`src/rtl/mem_access_ctrl_if.sv`:
```
// Request/memory bus bundle for mem_access_ctrl.
// The slave modport is the controller's view; master is the datapath/memory side.
interface mem_access_ctrl_if;
  logic        req_valid;
  logic        req_ready;
  logic        req_write;
  logic        req_byte;
  logic [15:0] req_addr;
  logic [15:0] req_wdata;
  logic        mem_read;
  logic        mem_write;
  logic [15:0] mem_address;
  logic [15:0] mem_wdata;
  logic [1:0]  mem_byte_enable;
  logic        mem_resp;
  logic [15:0] mem_rdata;
  logic [15:0] rdata;
  logic        rdata_odd;
  logic        done;
  logic        err;

  modport slave (
    input  req_valid, req_write, req_byte, req_addr, req_wdata, mem_resp, mem_rdata,
    output req_ready, mem_read, mem_write, mem_address, mem_wdata, mem_byte_enable,
           rdata, rdata_odd, done, err
  );

  modport master (
    output req_valid, req_write, req_byte, req_addr, req_wdata, mem_resp, mem_rdata,
    input  req_ready, mem_read, mem_write, mem_address, mem_wdata, mem_byte_enable,
           rdata, rdata_odd, done, err
  );
endinterface

```
`src/rtl/mem_access_ctrl.sv`:
```
// LC-3b style memory access controller: IDLE -> ACCESS -> DONE with alignment error.
// Optional access watchdog enabled by defining MEM_TIMEOUT_EN.
module mem_access_ctrl #(
  parameter int unsigned TIMEOUT_CYCLES = 64
) (
  input  logic              clk,
  input  logic              rst_n,
  mem_access_ctrl_if.slave  bus
);

  typedef enum logic [1:0] {
    IDLE   = 2'd0,
    ACCESS = 2'd1,
    DONE   = 2'd2
  } state_t;

  state_t      state_q, state_d;
  logic        write_q, write_d;
  logic        byte_q,  byte_d;
  logic [15:0] addr_q,  addr_d;
  logic [15:0] wdata_q, wdata_d;
  logic [15:0] rdata_q, rdata_d;
  logic        odd_q,   odd_d;
  logic        err_q,   err_d;
  logic        timeout_hit;
  logic        in_access;

  assign in_access = (state_q == ACCESS);

`ifdef MEM_TIMEOUT_EN
  localparam int CNT_W = $clog2(TIMEOUT_CYCLES) + 1;
  logic [CNT_W-1:0] cnt_q, cnt_d;

  // Counter sits at zero outside ACCESS, so it is clear on every entry.
  assign cnt_d       = in_access ? cnt_q + CNT_W'(1) : '0;
  assign timeout_hit = in_access && (cnt_q == CNT_W'(TIMEOUT_CYCLES - 1));

  always_ff @(posedge clk or negedge rst_n) begin
    if (!rst_n) cnt_q <= '0;
    else        cnt_q <= cnt_d;
  end
`else
  logic unused_timeout;
  assign unused_timeout = (TIMEOUT_CYCLES != 0);
  assign timeout_hit    = 1'b0;
`endif

  always_ff @(posedge clk or negedge rst_n) begin
    if (!rst_n) begin
      state_q <= IDLE;
      write_q <= 1'b0;
      byte_q  <= 1'b0;
      addr_q  <= '0;
      wdata_q <= '0;
      rdata_q <= '0;
      odd_q   <= 1'b0;
      err_q   <= 1'b0;
    end else begin
      state_q <= state_d;
      write_q <= write_d;
      byte_q  <= byte_d;
      addr_q  <= addr_d;
      wdata_q <= wdata_d;
      rdata_q <= rdata_d;
      odd_q   <= odd_d;
      err_q   <= err_d;
    end
  end

  always_comb begin
    state_d = state_q;
    write_d = write_q;
    byte_d  = byte_q;
    addr_d  = addr_q;
    wdata_d = wdata_q;
    rdata_d = rdata_q;
    odd_d   = odd_q;
    err_d   = err_q;
    case (state_q)
      IDLE: begin
        if (bus.req_valid) begin
          write_d = bus.req_write;
          byte_d  = bus.req_byte;
          addr_d  = bus.req_addr;
          wdata_d = bus.req_wdata;
          // Odd word address never reaches memory; report it straight away.
          err_d   = !bus.req_byte && bus.req_addr[0];
          state_d = (!bus.req_byte && bus.req_addr[0]) ? DONE : ACCESS;
        end
      end
      ACCESS: begin
        if (bus.mem_resp) begin
          if (!write_q) begin
            rdata_d = bus.mem_rdata;
            odd_d   = addr_q[0];
          end
          state_d = DONE;
        end else if (timeout_hit) begin
          err_d   = 1'b1;
          state_d = DONE;
        end
      end
      DONE:    state_d = IDLE;
      default: state_d = IDLE;
    endcase
  end

  always_comb begin
    bus.mem_byte_enable = 2'b00;
    if (in_access && write_q) begin
      if (!byte_q)        bus.mem_byte_enable = 2'b11;
      else if (addr_q[0]) bus.mem_byte_enable = 2'b10;
      else                bus.mem_byte_enable = 2'b01;
    end
  end

  assign bus.req_ready   = (state_q == IDLE);
  assign bus.mem_read    = in_access && !write_q;
  assign bus.mem_write   = in_access && write_q;
  assign bus.mem_address = addr_q;
  // Byte stores replicate the low byte so either lane carries it.
  assign bus.mem_wdata   = byte_q ? {wdata_q[7:0], wdata_q[7:0]} : wdata_q;
  assign bus.rdata       = rdata_q;
  assign bus.rdata_odd   = odd_q;
  assign bus.done        = (state_q == DONE) && !err_q;
  assign bus.err         = (state_q == DONE) && err_q;

endmodule

```
`src/flat_wrapper.sv`:
```
// flat-port wrapper written by rule: the top's interface ports become plain ports
module mem_access_ctrl_flat 
#(
  parameter int unsigned TIMEOUT_CYCLES = 64
)
  (clk, rst_n, bus_req_valid, bus_req_write, bus_req_byte, bus_req_addr, bus_req_wdata, bus_mem_resp, bus_mem_rdata, bus_req_ready, bus_mem_read, bus_mem_write, bus_mem_address, bus_mem_wdata, bus_mem_byte_enable, bus_rdata, bus_rdata_odd, bus_done, bus_err);
  mem_access_ctrl_if bus_i ();
  input  logic clk;
  input  logic rst_n;
  input wire logic [$bits(bus_i.req_valid)-1:0] bus_req_valid;
  input wire logic [$bits(bus_i.req_write)-1:0] bus_req_write;
  input wire logic [$bits(bus_i.req_byte)-1:0] bus_req_byte;
  input wire logic [$bits(bus_i.req_addr)-1:0] bus_req_addr;
  input wire logic [$bits(bus_i.req_wdata)-1:0] bus_req_wdata;
  input wire logic [$bits(bus_i.mem_resp)-1:0] bus_mem_resp;
  input wire logic [$bits(bus_i.mem_rdata)-1:0] bus_mem_rdata;
  output wire logic [$bits(bus_i.req_ready)-1:0] bus_req_ready;
  output wire logic [$bits(bus_i.mem_read)-1:0] bus_mem_read;
  output wire logic [$bits(bus_i.mem_write)-1:0] bus_mem_write;
  output wire logic [$bits(bus_i.mem_address)-1:0] bus_mem_address;
  output wire logic [$bits(bus_i.mem_wdata)-1:0] bus_mem_wdata;
  output wire logic [$bits(bus_i.mem_byte_enable)-1:0] bus_mem_byte_enable;
  output wire logic [$bits(bus_i.rdata)-1:0] bus_rdata;
  output wire logic [$bits(bus_i.rdata_odd)-1:0] bus_rdata_odd;
  output wire logic [$bits(bus_i.done)-1:0] bus_done;
  output wire logic [$bits(bus_i.err)-1:0] bus_err;
  assign bus_i.req_valid = bus_req_valid;
  assign bus_i.req_write = bus_req_write;
  assign bus_i.req_byte = bus_req_byte;
  assign bus_i.req_addr = bus_req_addr;
  assign bus_i.req_wdata = bus_req_wdata;
  assign bus_i.mem_resp = bus_mem_resp;
  assign bus_i.mem_rdata = bus_mem_rdata;
  assign bus_req_ready = bus_i.req_ready;
  assign bus_mem_read = bus_i.mem_read;
  assign bus_mem_write = bus_i.mem_write;
  assign bus_mem_address = bus_i.mem_address;
  assign bus_mem_wdata = bus_i.mem_wdata;
  assign bus_mem_byte_enable = bus_i.mem_byte_enable;
  assign bus_rdata = bus_i.rdata;
  assign bus_rdata_odd = bus_i.rdata_odd;
  assign bus_done = bus_i.done;
  assign bus_err = bus_i.err;
  mem_access_ctrl #(.TIMEOUT_CYCLES(TIMEOUT_CYCLES)) u_core (.clk(clk), .rst_n(rst_n), .bus(bus_i));
endmodule
```
`config.mk`:
```
export PLATFORM = sky130hd
export DESIGN_NAME = mem_access_ctrl_flat
export DESIGN_NICKNAME = d
export VERILOG_FILES = /design/src/rtl/mem_access_ctrl_if.sv /design/src/rtl/mem_access_ctrl.sv /design/src/flat_wrapper.sv
export SDC_FILE = /design/constraint.sdc
export NUM_CORES = 1
export LEC_CHECK = 0
export CORE_UTILIZATION = 35
export DETAILED_ROUTE_END_ITERATION = 10
export GPL_TIMING_DRIVEN = 0
export HOLD_SLACK_MARGIN = 0.02
export PLACE_DENSITY = 0.69
export SYNTH_ARGS = -nofsm -noshare
export SYNTH_HDL_FRONTEND = slang
export SYNTH_SLANG_ARGS = --single-unit
export TNS_END_PERCENT = 5
```
`constraint.sdc`:
```
create_clock -name clk -period 3.19 [get_ports clk]
set_input_delay 0.319 -clock clk [delete_from_list [all_inputs] [get_ports clk]]
set_output_delay 0.319 -clock clk [all_outputs]
set_load 0.01 [all_outputs]
```
==> reports/qor.txt <==
Worst EP required: 2870 ps
R2r endpoint: u_core.bus.rdata[9]
DRT Pass-1 Iters: 4
Tot GR Track Use: 13.82%
CP endpoint kind: output pin
Global-route wire length before repair: 7948 microns
Post-Synthesis Cells: 149
Reg clk slew, reported paths: 90 ps
RSZ-0062 raised after global routing: no
CTS Sinks: 54
Pin count of the biggest net entering global routing: 32
Max_slew headroom: 52.29%
Final worst path period share: 72.85%
Initial core utilization: 36.30%
Final Hold Viols: 0
Layout cell share with drive strength beyond 1: 31.95%
N_diodes: 0
Via-to-Cell Ratio: 4.395
Peak Freq: 430.3 MHz
Post-synthesis sequential area ratio: 54.49%
Buffer levels on the longest clock path: 2
Clock latency on the worst-skew pair: 290 ps
Num CTS Buffers: 5
Most frequent cells in the layout: 108 x clkdlybuf4s50_1, 54 x dfrtp_1, 39 x mux2_4, 20 x mux2_2, 8 x buf_4
Startpoint class of the critical path: register
Seq cells post-synth: 54
Layout area overhead: 52.52%
Total of max-cap violations: 0
CTS root buffer: clkbuf_8
Global placement routability congestion: 0.7076
Hold buffer count at CTS: 0
WL/cell: 13.20 microns
Sequential cell area: 1351 sq um
Synth top area share: 54.49%
Initial antenna violation count: 0
Setup Viol. Count Final: 0
Vias in the first global route: 1618
HP Class: primary input to async pin
IO Pins: 110
Final #Nets: 320
CP Class: register to output pin
Vias: 1591
PwrDens: 789.0 nW/um^2
H-tree Lvls: 2
Synth warn: 0
Run status: finished clean
Mean Syn Cell Area: 16.64 sq um
CTS tree: built
Worst-Margin Slew: 715.7 ps
Post-Syn Nets: 203
Fill cell count: 604
Die ar.: 7426 sq um
Post-DP Area: 3706 sq um
Power Total: 2984 uW
Worst reg-to-reg setup slack: 1630 ps
Min Tclk post-route: 2324 ps
Core Area: 6832 sq um
Grt ovf: 0
Post-route cell area: 3782 sq um
Leak: 0.001629 uW
Worst EP arrival: 2000 ps
DRT Wirelength: 4779 microns
Hpwl dp: 3527 microns
Residual DRC: 0
Layout Skew: 5.536 ps
Most common cell after layout, fill and taps aside: clkdlybuf4s50_1
Final ANT Viol Nets: 0
Worst r2r src: u_core.state_q[1]
DR iter-0 viols: 22
Die W: 86.18 microns
Reg2Reg Depth: 5
Std cell rows: 30
Yosys top cell by area: dfrtp_1
Port Buffer Count: 109
Area of the multi-input gates: 939.7 sq um
Maximum vdd drop: 328.7 uV
Synthesized area: 2480 sq um
Setup TNS: 0 ps
Synth cell types: 18
Worst-path fanout max: 10
Top cells by area, synth: dfrtp_1 54%, mux2_4 24%, mux2_2 9.1%
# resized after CTS: 0
Post-CTS setup buffers: 0
Fin. max-slew vios: 0
Die height: 86.18 microns
-- report_power, final --
part / switching (uW) / internal [uW] / leakage, uW
clock: 203 / 152 / 0.0000383
sequential: 160 / 958 / 0.000639
combinational: 469 / 1040 / 0.000951
-- per-layer routing --
layer	vias to the layer above	routed length (microns)	GRT usage [%]
met1	781	2192	18.58
met4	0	19	3.182
met2	62	2204	21.36
met3	2	362	5.048
li1	746	-	-
met5	-	0	0
-- worst max path at each step --
stage	slack (ps)	from	cells past startpoint	endpoint
global route	750	u_core.byte_q	3	bus_mem_wdata[11]
detailed placement	1130	u_core.byte_q	3	bus_mem_wdata[15]
global placement	30	rst_n	1	u_core.bus.rdata[3]
finish	870	u_core.byte_q	3	bus_mem_wdata[11]
floorplan	1650	u_core.state_q[1]	5	u_core.bus.rdata[10]
CTS	790	u_core.byte_q	3	bus_mem_wdata[15]
-- layout make-up --
class,count,share of cell area [%]
flip-flops and latches,54,35.73
repair buffers,110,29.24
multi-input cells,76,24.84
plain buffers,16,4.697
well taps,96,3.176
clock buffers,7,2.018
inverters,3,0.2977
-- critical path, cell delays in order, from the launching register on --
cell and delay, ps:
dfrtp_1 360, clkbuf_1 460, mux2_2 410, clkdlybuf4s50_1 480
-- cell usage after synthesis (all sizes together) --
cell type  count
mux2          59
dfrtp         54
buf           15
a21oi          4
inv            3
nor3b          3
and2           2
nand2b         2
nand3b         2
nor2           2
clkbuf         1
mux2i          1
nor4bb         1
-- registers in the layout, summed over array words and instances, names as in the netlist --
name	flops
u_core.bus.rdata	16
u_core.err_q	1
u_core.bus.mem_address	16
u_core.write_q	1
u_core.wdata_q	16
u_core.byte_q	1
u_core.bus.rdata_odd	1
u_core.state_q	2
-- per-stage QoR --
| stage | cells | utilization (%) | setup slack (ps) | hold slack [ps] |
|---|---|---|---|---|
| after detailed placement | 355 | 54.25 | 1135 | 422.2 |
| after global placement | 354 | 54.03 | 33.99 | 490.2 |
| after CTS | 362 | 55.37 | 794.6 | 96.88 |
| after global routing | 362 | 55.37 | 745.7 | 122.5 |
| after floorplan | 149 | - | 1654 | 23.41 |
| final | 362 | 55.37 | 866.1 | 68.18 |
-- logic make-up (layout without fill, tap and decap cells) --
kind of cell,count (synthesis),in the layout,synth area share [%]
compound gates,4,4,0.8073
buf+inv,19,136,7.619
flops,54,54,54.49
mux,60,60,33.10
simple gates,12,12,3.986
No activity file was read; power rests on OpenSTA's default activity.
==> RTL change 1 (same settings) <==
Re-encode `state_t` (3 states) as one-hot, 3 bits wide.
--- a/src/rtl/mem_access_ctrl.sv
+++ b/src/rtl/mem_access_ctrl.sv
@@ -8,10 +8,10 @@
   mem_access_ctrl_if.slave  bus
 );
 
-  typedef enum logic [1:0] {
-    IDLE   = 2'd0,
-    ACCESS = 2'd1,
-    DONE   = 2'd2
+  typedef enum logic [2:0] {
+    IDLE   = 3'b001,
+    ACCESS = 3'b010,
+    DONE   = 3'b100
   } state_t;
 
   state_t      state_q, state_d;
Check against the original RTL: same outputs for any inputs over 10 cycles, from zero or initial values and one cycle with rst_n low; not proved beyond that.
==> RTL change 1 against the unedited design <==
  * Sequential cell count grew 1
  * Area after synthesis shrank 4.7%
  * Register-to-register slack lost 230 ps
  * The run now ends with DRC left
  * Combinational power grew 14%
  * Routed wire length grew 2.0%
  * Synthesized cell count grew 3.4%
  * Total power grew 12%
  * Setup slack gained 9.6 ps
  * Final area shrank 2.8%
==> RTL change 1: results (changes against the unedited design) <==
[status]
status=finished with violations  ; was complete, no violations
violations=DRC

[worst_setup_path]
slowest_delay_ps=490
critPathSlowestCell=clkdlybuf4s50_1  ; unchanged
crit_family=buffers and inverters  ; unchanged
crit_fanout=10  ; unchanged
worstPathArrival_ps=2000  ; about the same

[logic_synthesis]
synthArstFlopShare=1.00  ; unchanged
synth_area_leaders=dfrtp_1 (57%), mux2_2 (27%), buf_4 (2.9%)  ; was dfrtp_1 (54%), mux2_4 (24%), mux2_2 (9.1%)
ys_types=26  ; was 18
ys_seq_area_frac=0.583  ; was 0.545
yosys_warnings=0  ; unchanged
syn_nets=208  ; was 203
synth.most_common_cell=mux2_2  ; was dfrtp_1
synth_commonest_cells=mux2_2 (56), dfrtp_1 (54), buf_4 (9)  ; was dfrtp_1 (54), mux2_4 (39), mux2_2 (20)

[timing]
fin_skew_ps=8.22  ; was 5.54 ps
slew_headroom=0.621  ; was 0.523

[clock_network]
htreeDepth=2  ; unchanged
cts-root-buf=clkbuf_8  ; unchanged
numCtsBuffers=5  ; unchanged
post_cts_resized=0  ; unchanged
cts_setup_buffers=0  ; unchanged
clkSlewWorstSetupHoldPaths_ps=100
clock_path_buffers=2  ; unchanged
clk_latency_ps=300

[power_and_ir_drop]
leakage_nw=1.55  ; was 1.63 nW
peakVddDrop_v=0.000515  ; was 0.000329 V

[grt]
grt_usage=0.147  ; was 0.138
antenna_found_initial=0  ; unchanged
grt_max_degree=37  ; was 32
grt_pass1_vias=1736  ; was 1618
grt_pass1_wl_um=8310  ; was 7950 um

[final_layout]
nets=326  ; was 320
drive_gt1_frac=0.319  ; was 0.320
diodes=0  ; unchanged

[placed_design]
post-dp-hpwl_um=3630  ; was 3530 um
numPortBuffers=109  ; unchanged
place_congestion=0.792  ; was 0.708

[detailed_routing]
via_per_inst=4.57  ; was 4.40
post_drt_wl_per_cell_um=13.9  ; was 13.2 um
route.detailed.drc=20  ; was 0
first_pass_iters=7  ; was 4
drtIter0Drc=42  ; was 22

[worst_hold_path]
min_path_type=input pin to asynchronous set/reset pin  ; unchanged

==> RTL change 1: per-layer routing <==
layer	wire length [um]	share of wire	GRT usage	vias to the layer above
li1	-	-	-	765
met1	2050	0.42	0.186	763
met2	2350	0.48	0.246	68
met3	455	0.093	0.0501	2
met4	19	0.0039	0.0329	0
met5	0	0	0	-
==> RTL change 1: what timing repair did <==
item / in CTS / in global routing
setup endpoints to repair: 0 / 0
hold endpoints to repair: 19 / 0
hold buffers: 1 / 0
==> RTL change 1: final timing paths <==
path                            slack [ps]                       startpoint  cells past startpoint                               endpoint
worst max-delay path                   880        u_core.byte_q$_DFFE_PN0P_                      3                      bus_mem_wdata[10]
worst min-delay path                   500                            rst_n                      2  u_core.bus.mem_address[3]$_DFFE_PN0P_
worst max register to register        1400    u_core.state_q[0]$_DFFE_PN1P_                      5         u_core.wdata_q[13]$_DFFE_PN0P_
worst min register to register         510  u_core.bus.rdata[1]$_DFFE_PN0P_                      1        u_core.bus.rdata[1]$_DFFE_PN0P_
max in group asynchronous             2060                            rst_n                      3          u_core.state_q[0]$_DFFE_PN1P_
min in group clk                       510  u_core.bus.rdata[1]$_DFFE_PN0P_                      1        u_core.bus.rdata[1]$_DFFE_PN0P_
==> RTL change 1: kinds of logic (layout without fill, tap and decap cells) <==
kind of cell	Yosys count	in the layout	share of synthesized area
AO/OA/AOI/OAI	5	5	0.0111
buffers and inverters	19	138	0.0609
flip-flops	55	55	0.583
multiplexers	60	60	0.288
AND/OR/NAND/NOR	15	15	0.0567
==> RTL change 1: final cells by class <==
cell class,instances,area [um2]
Fill cell,552,2750
Tap cell,77,96.3
Inverter,3,11.3
Clock buffer,8,100
Timing Repair Buffer,111,1120
Sequential cell,55,1380
Multi-Input combinational cell,80,841
Buffer,16,133
==> RTL change 1: worst register-to-register path, stage by stage (launching register included) <==
cell	delay, ps
dfstp_2	560
buf_2	210
and4bb_2	260
buf_6	150
buf_6	170
mux2_2	350
==> RTL change 1: power breakdown <==
part           total (mW)  internal, mW  switching [mW]
sequential           1.21          1.03           0.178
combinational        1.72          1.13           0.589
clock               0.411         0.199           0.212
==> RTL change 1: stage by stage <==
step                      area (um2)  worst slack (ps)  cells  hold WS, ps
after global placement          3550              27.3    340          486
after global routing            3670               736    350          530
final                           3670               876    350          504
after detailed placement        3560              1180    341          303
after floorplan                 2360              1530    154         23.4
after CTS                       3670               826    350          501
==> RTL change 2 (config.mk and constraints unchanged) <==
Made on the original files. The option `MEM_TIMEOUT_EN` is turned on by a define.
--- a/src/rtl/mem_access_ctrl.sv
+++ b/src/rtl/mem_access_ctrl.sv
@@ -1,5 +1,7 @@
 // LC-3b style memory access controller: IDLE -> ACCESS -> DONE with alignment error.
 // Optional access watchdog enabled by defining MEM_TIMEOUT_EN.
+`define MEM_TIMEOUT_EN
+
 module mem_access_ctrl #(
   parameter int unsigned TIMEOUT_CYCLES = 64
 ) (
Check against the original RTL: same outputs for any inputs over 10 cycles, from zero or initial values and one cycle with rst_n low; that may be too few to reach the edited logic, so the function may still have changed.
==> RTL change 2 against the unedited design <==
  * Sequential cell count up 7
  * Routed wire length up 19%
  * Total power up 32%
  * Setup slack worse by 20 ps
  * Die area up 5.6%
  * Final area up 6.2%
  * Highest routed layer unchanged
  * Largest power group unchanged
  * Utilization about the same
  * Clock power up 81%
  * Area after synthesis up 5.8%
  * Hold slack worse by 5.1 ps
  * Combinational power up 30%
  * Critical path type unchanged
  * First-iteration DRC count up 130%
==> RTL change 2: results (changes against the unedited design) <==
[placed_design]
post-dp-hpwl_um=4130  ; was 3530 um
place_congestion=0.758  ; was 0.708
dpl_cell_area_um2=3830  ; was 3710 um2
dp_slack_ps=1190  ; was 1130 ps
numPortBuffers=109  ; unchanged
placed_cells=387  ; was 355

[grt]
antenna_found_initial=0  ; unchanged
grt_usage=0.155  ; was 0.138
grt_pass1_wl_um=8870  ; was 7950 um
grt_max_degree=62  ; was 32

[final_layout]
diodes=0  ; unchanged
nets=354  ; was 320
fillCellCount=652  ; was 604
drive_gt1_frac=0.298  ; was 0.320
area_growth_pct=53.1  ; was 52.5%

[worst_setup_path]
reg2reg_from=u_core.state_q[1]$_DFFE_PN0P_  ; unchanged
worstPathArrival_ps=2030  ; was 2000 ps
crit_fanout=10  ; unchanged
crit_start=u_core.byte_q$_DFFE_PN0P_  ; unchanged
critPathSlowestCell=clkdlybuf4s50_1  ; unchanged
crit_family=buffers and inverters  ; unchanged
slowest_delay_ps=490

[power_and_ir_drop]
leakage_nw=1.69  ; was 1.63 nW
switching_share=0.296  ; was 0.279
peakVddDrop_v=0.000493  ; was 0.000329 V

[detailed_routing]
vias=1800  ; was 1591
via_per_inst=4.49  ; was 4.40
drtIter0Drc=50  ; was 22
first_pass_iters=4  ; unchanged
wl_um=5660  ; was 4780 um

[logic_synthesis]
synthArstFlopShare=1.00  ; unchanged
ys_seq_area_frac=0.582  ; was 0.545
yosys_warnings=0  ; unchanged
syn_nets=234  ; was 203
avgSynthCellArea_um2=14.7  ; was 16.6 um2
synth_commonest_cells=dfrtp_1 (61), mux2_2 (48), buf_4 (13)  ; was dfrtp_1 (54), mux2_4 (39), mux2_2 (20)
synth_area_leaders=dfrtp_1 (58%), mux2_2 (21%), mux2_4 (5.7%)  ; was dfrtp_1 (54%), mux2_4 (24%), mux2_2 (9.1%)
ys_types=28  ; was 18

[clock_network]
post_cts_resized=0  ; unchanged
htreeDepth=3  ; was 2
clkSlewWorstSetupHoldPaths_ps=60  ; was 90 ps
cts_setup_buffers=0  ; unchanged
clk_latency_ps=330  ; was 290 ps
numCtsBuffers=9  ; was 5
cts-root-buf=clkbuf_8  ; unchanged
clock_path_buffers=2  ; unchanged

[timing]
tightest_slew_ps=762  ; was 716 ps
fin_skew_ps=6.17  ; was 5.54 ps

[status]
status=complete, no violations  ; unchanged

[worst_hold_path]
min_path_type=input pin to asynchronous set/reset pin  ; unchanged

## RTL change 2: final timing paths
check	to	slack (ps)	depth (start not counted)
max in group asynchronous	u_core.bus.rdata[9]$_DFFE_PN0P_	2630	1
worst max register to register	u_core.bus.rdata[9]$_DFFE_PN0P_	1430	5
worst min-delay path	u_core.bus.mem_address[10]$_DFFE_PN0P_	60	1
min in group clk	u_core.cnt_q[0]$_DFF_PN0_	460	1
worst min register to register	u_core.cnt_q[0]$_DFF_PN0_	460	1
worst max-delay path	bus_mem_wdata[11]	850	3
## RTL change 2: metal layers
layer,global-route usage,wire (um)
met3,0.0634,336
met4,0.0557,117
met2,0.254,2840
met5,0,0
met1,0.184,2370
## RTL change 2: layout make-up
cell class,count,share of cell area
Buffer,16,0.0330
Clock buffer,12,0.0361
Clock inverter,2,0.00873
Inverter,3,0.00280
Multi-Input combinational cell,99,0.237
Sequential cell,61,0.380
Tap cell,99,0.0309
Timing Repair Buffer,109,0.271
## RTL change 2: kinds of logic after synthesis
logic type / after synthesis / synth area share
flops: 61 / 0.582
fa+ha+maj: 1 / 0.00477
buf+inv: 19 / 0.0549
xor+xnor: 3 / 0.0100
mux: 58 / 0.263
simple gates: 26 / 0.0606
compound gates: 11 / 0.0243
## RTL change 2: worst register-to-register path: cells and delay by family, from the launching register on
kind	cells	cell delay, ps
buffers and inverters	2	340
and+or+nand+nor	2	540
DFF	1	450
muxes	1	300
## RTL change 2: power by group through the flow
stage	combinational, mW	sequential (mW)	clock [mW]
after global routing	2.10	1.39	0.711
after detailed placement	1.98	1.36	0
after CTS	2.00	1.35	0.672
final	1.96	1.34	0.644
after global placement	1.97	1.34	0
after floorplan	0.920	1.43	0
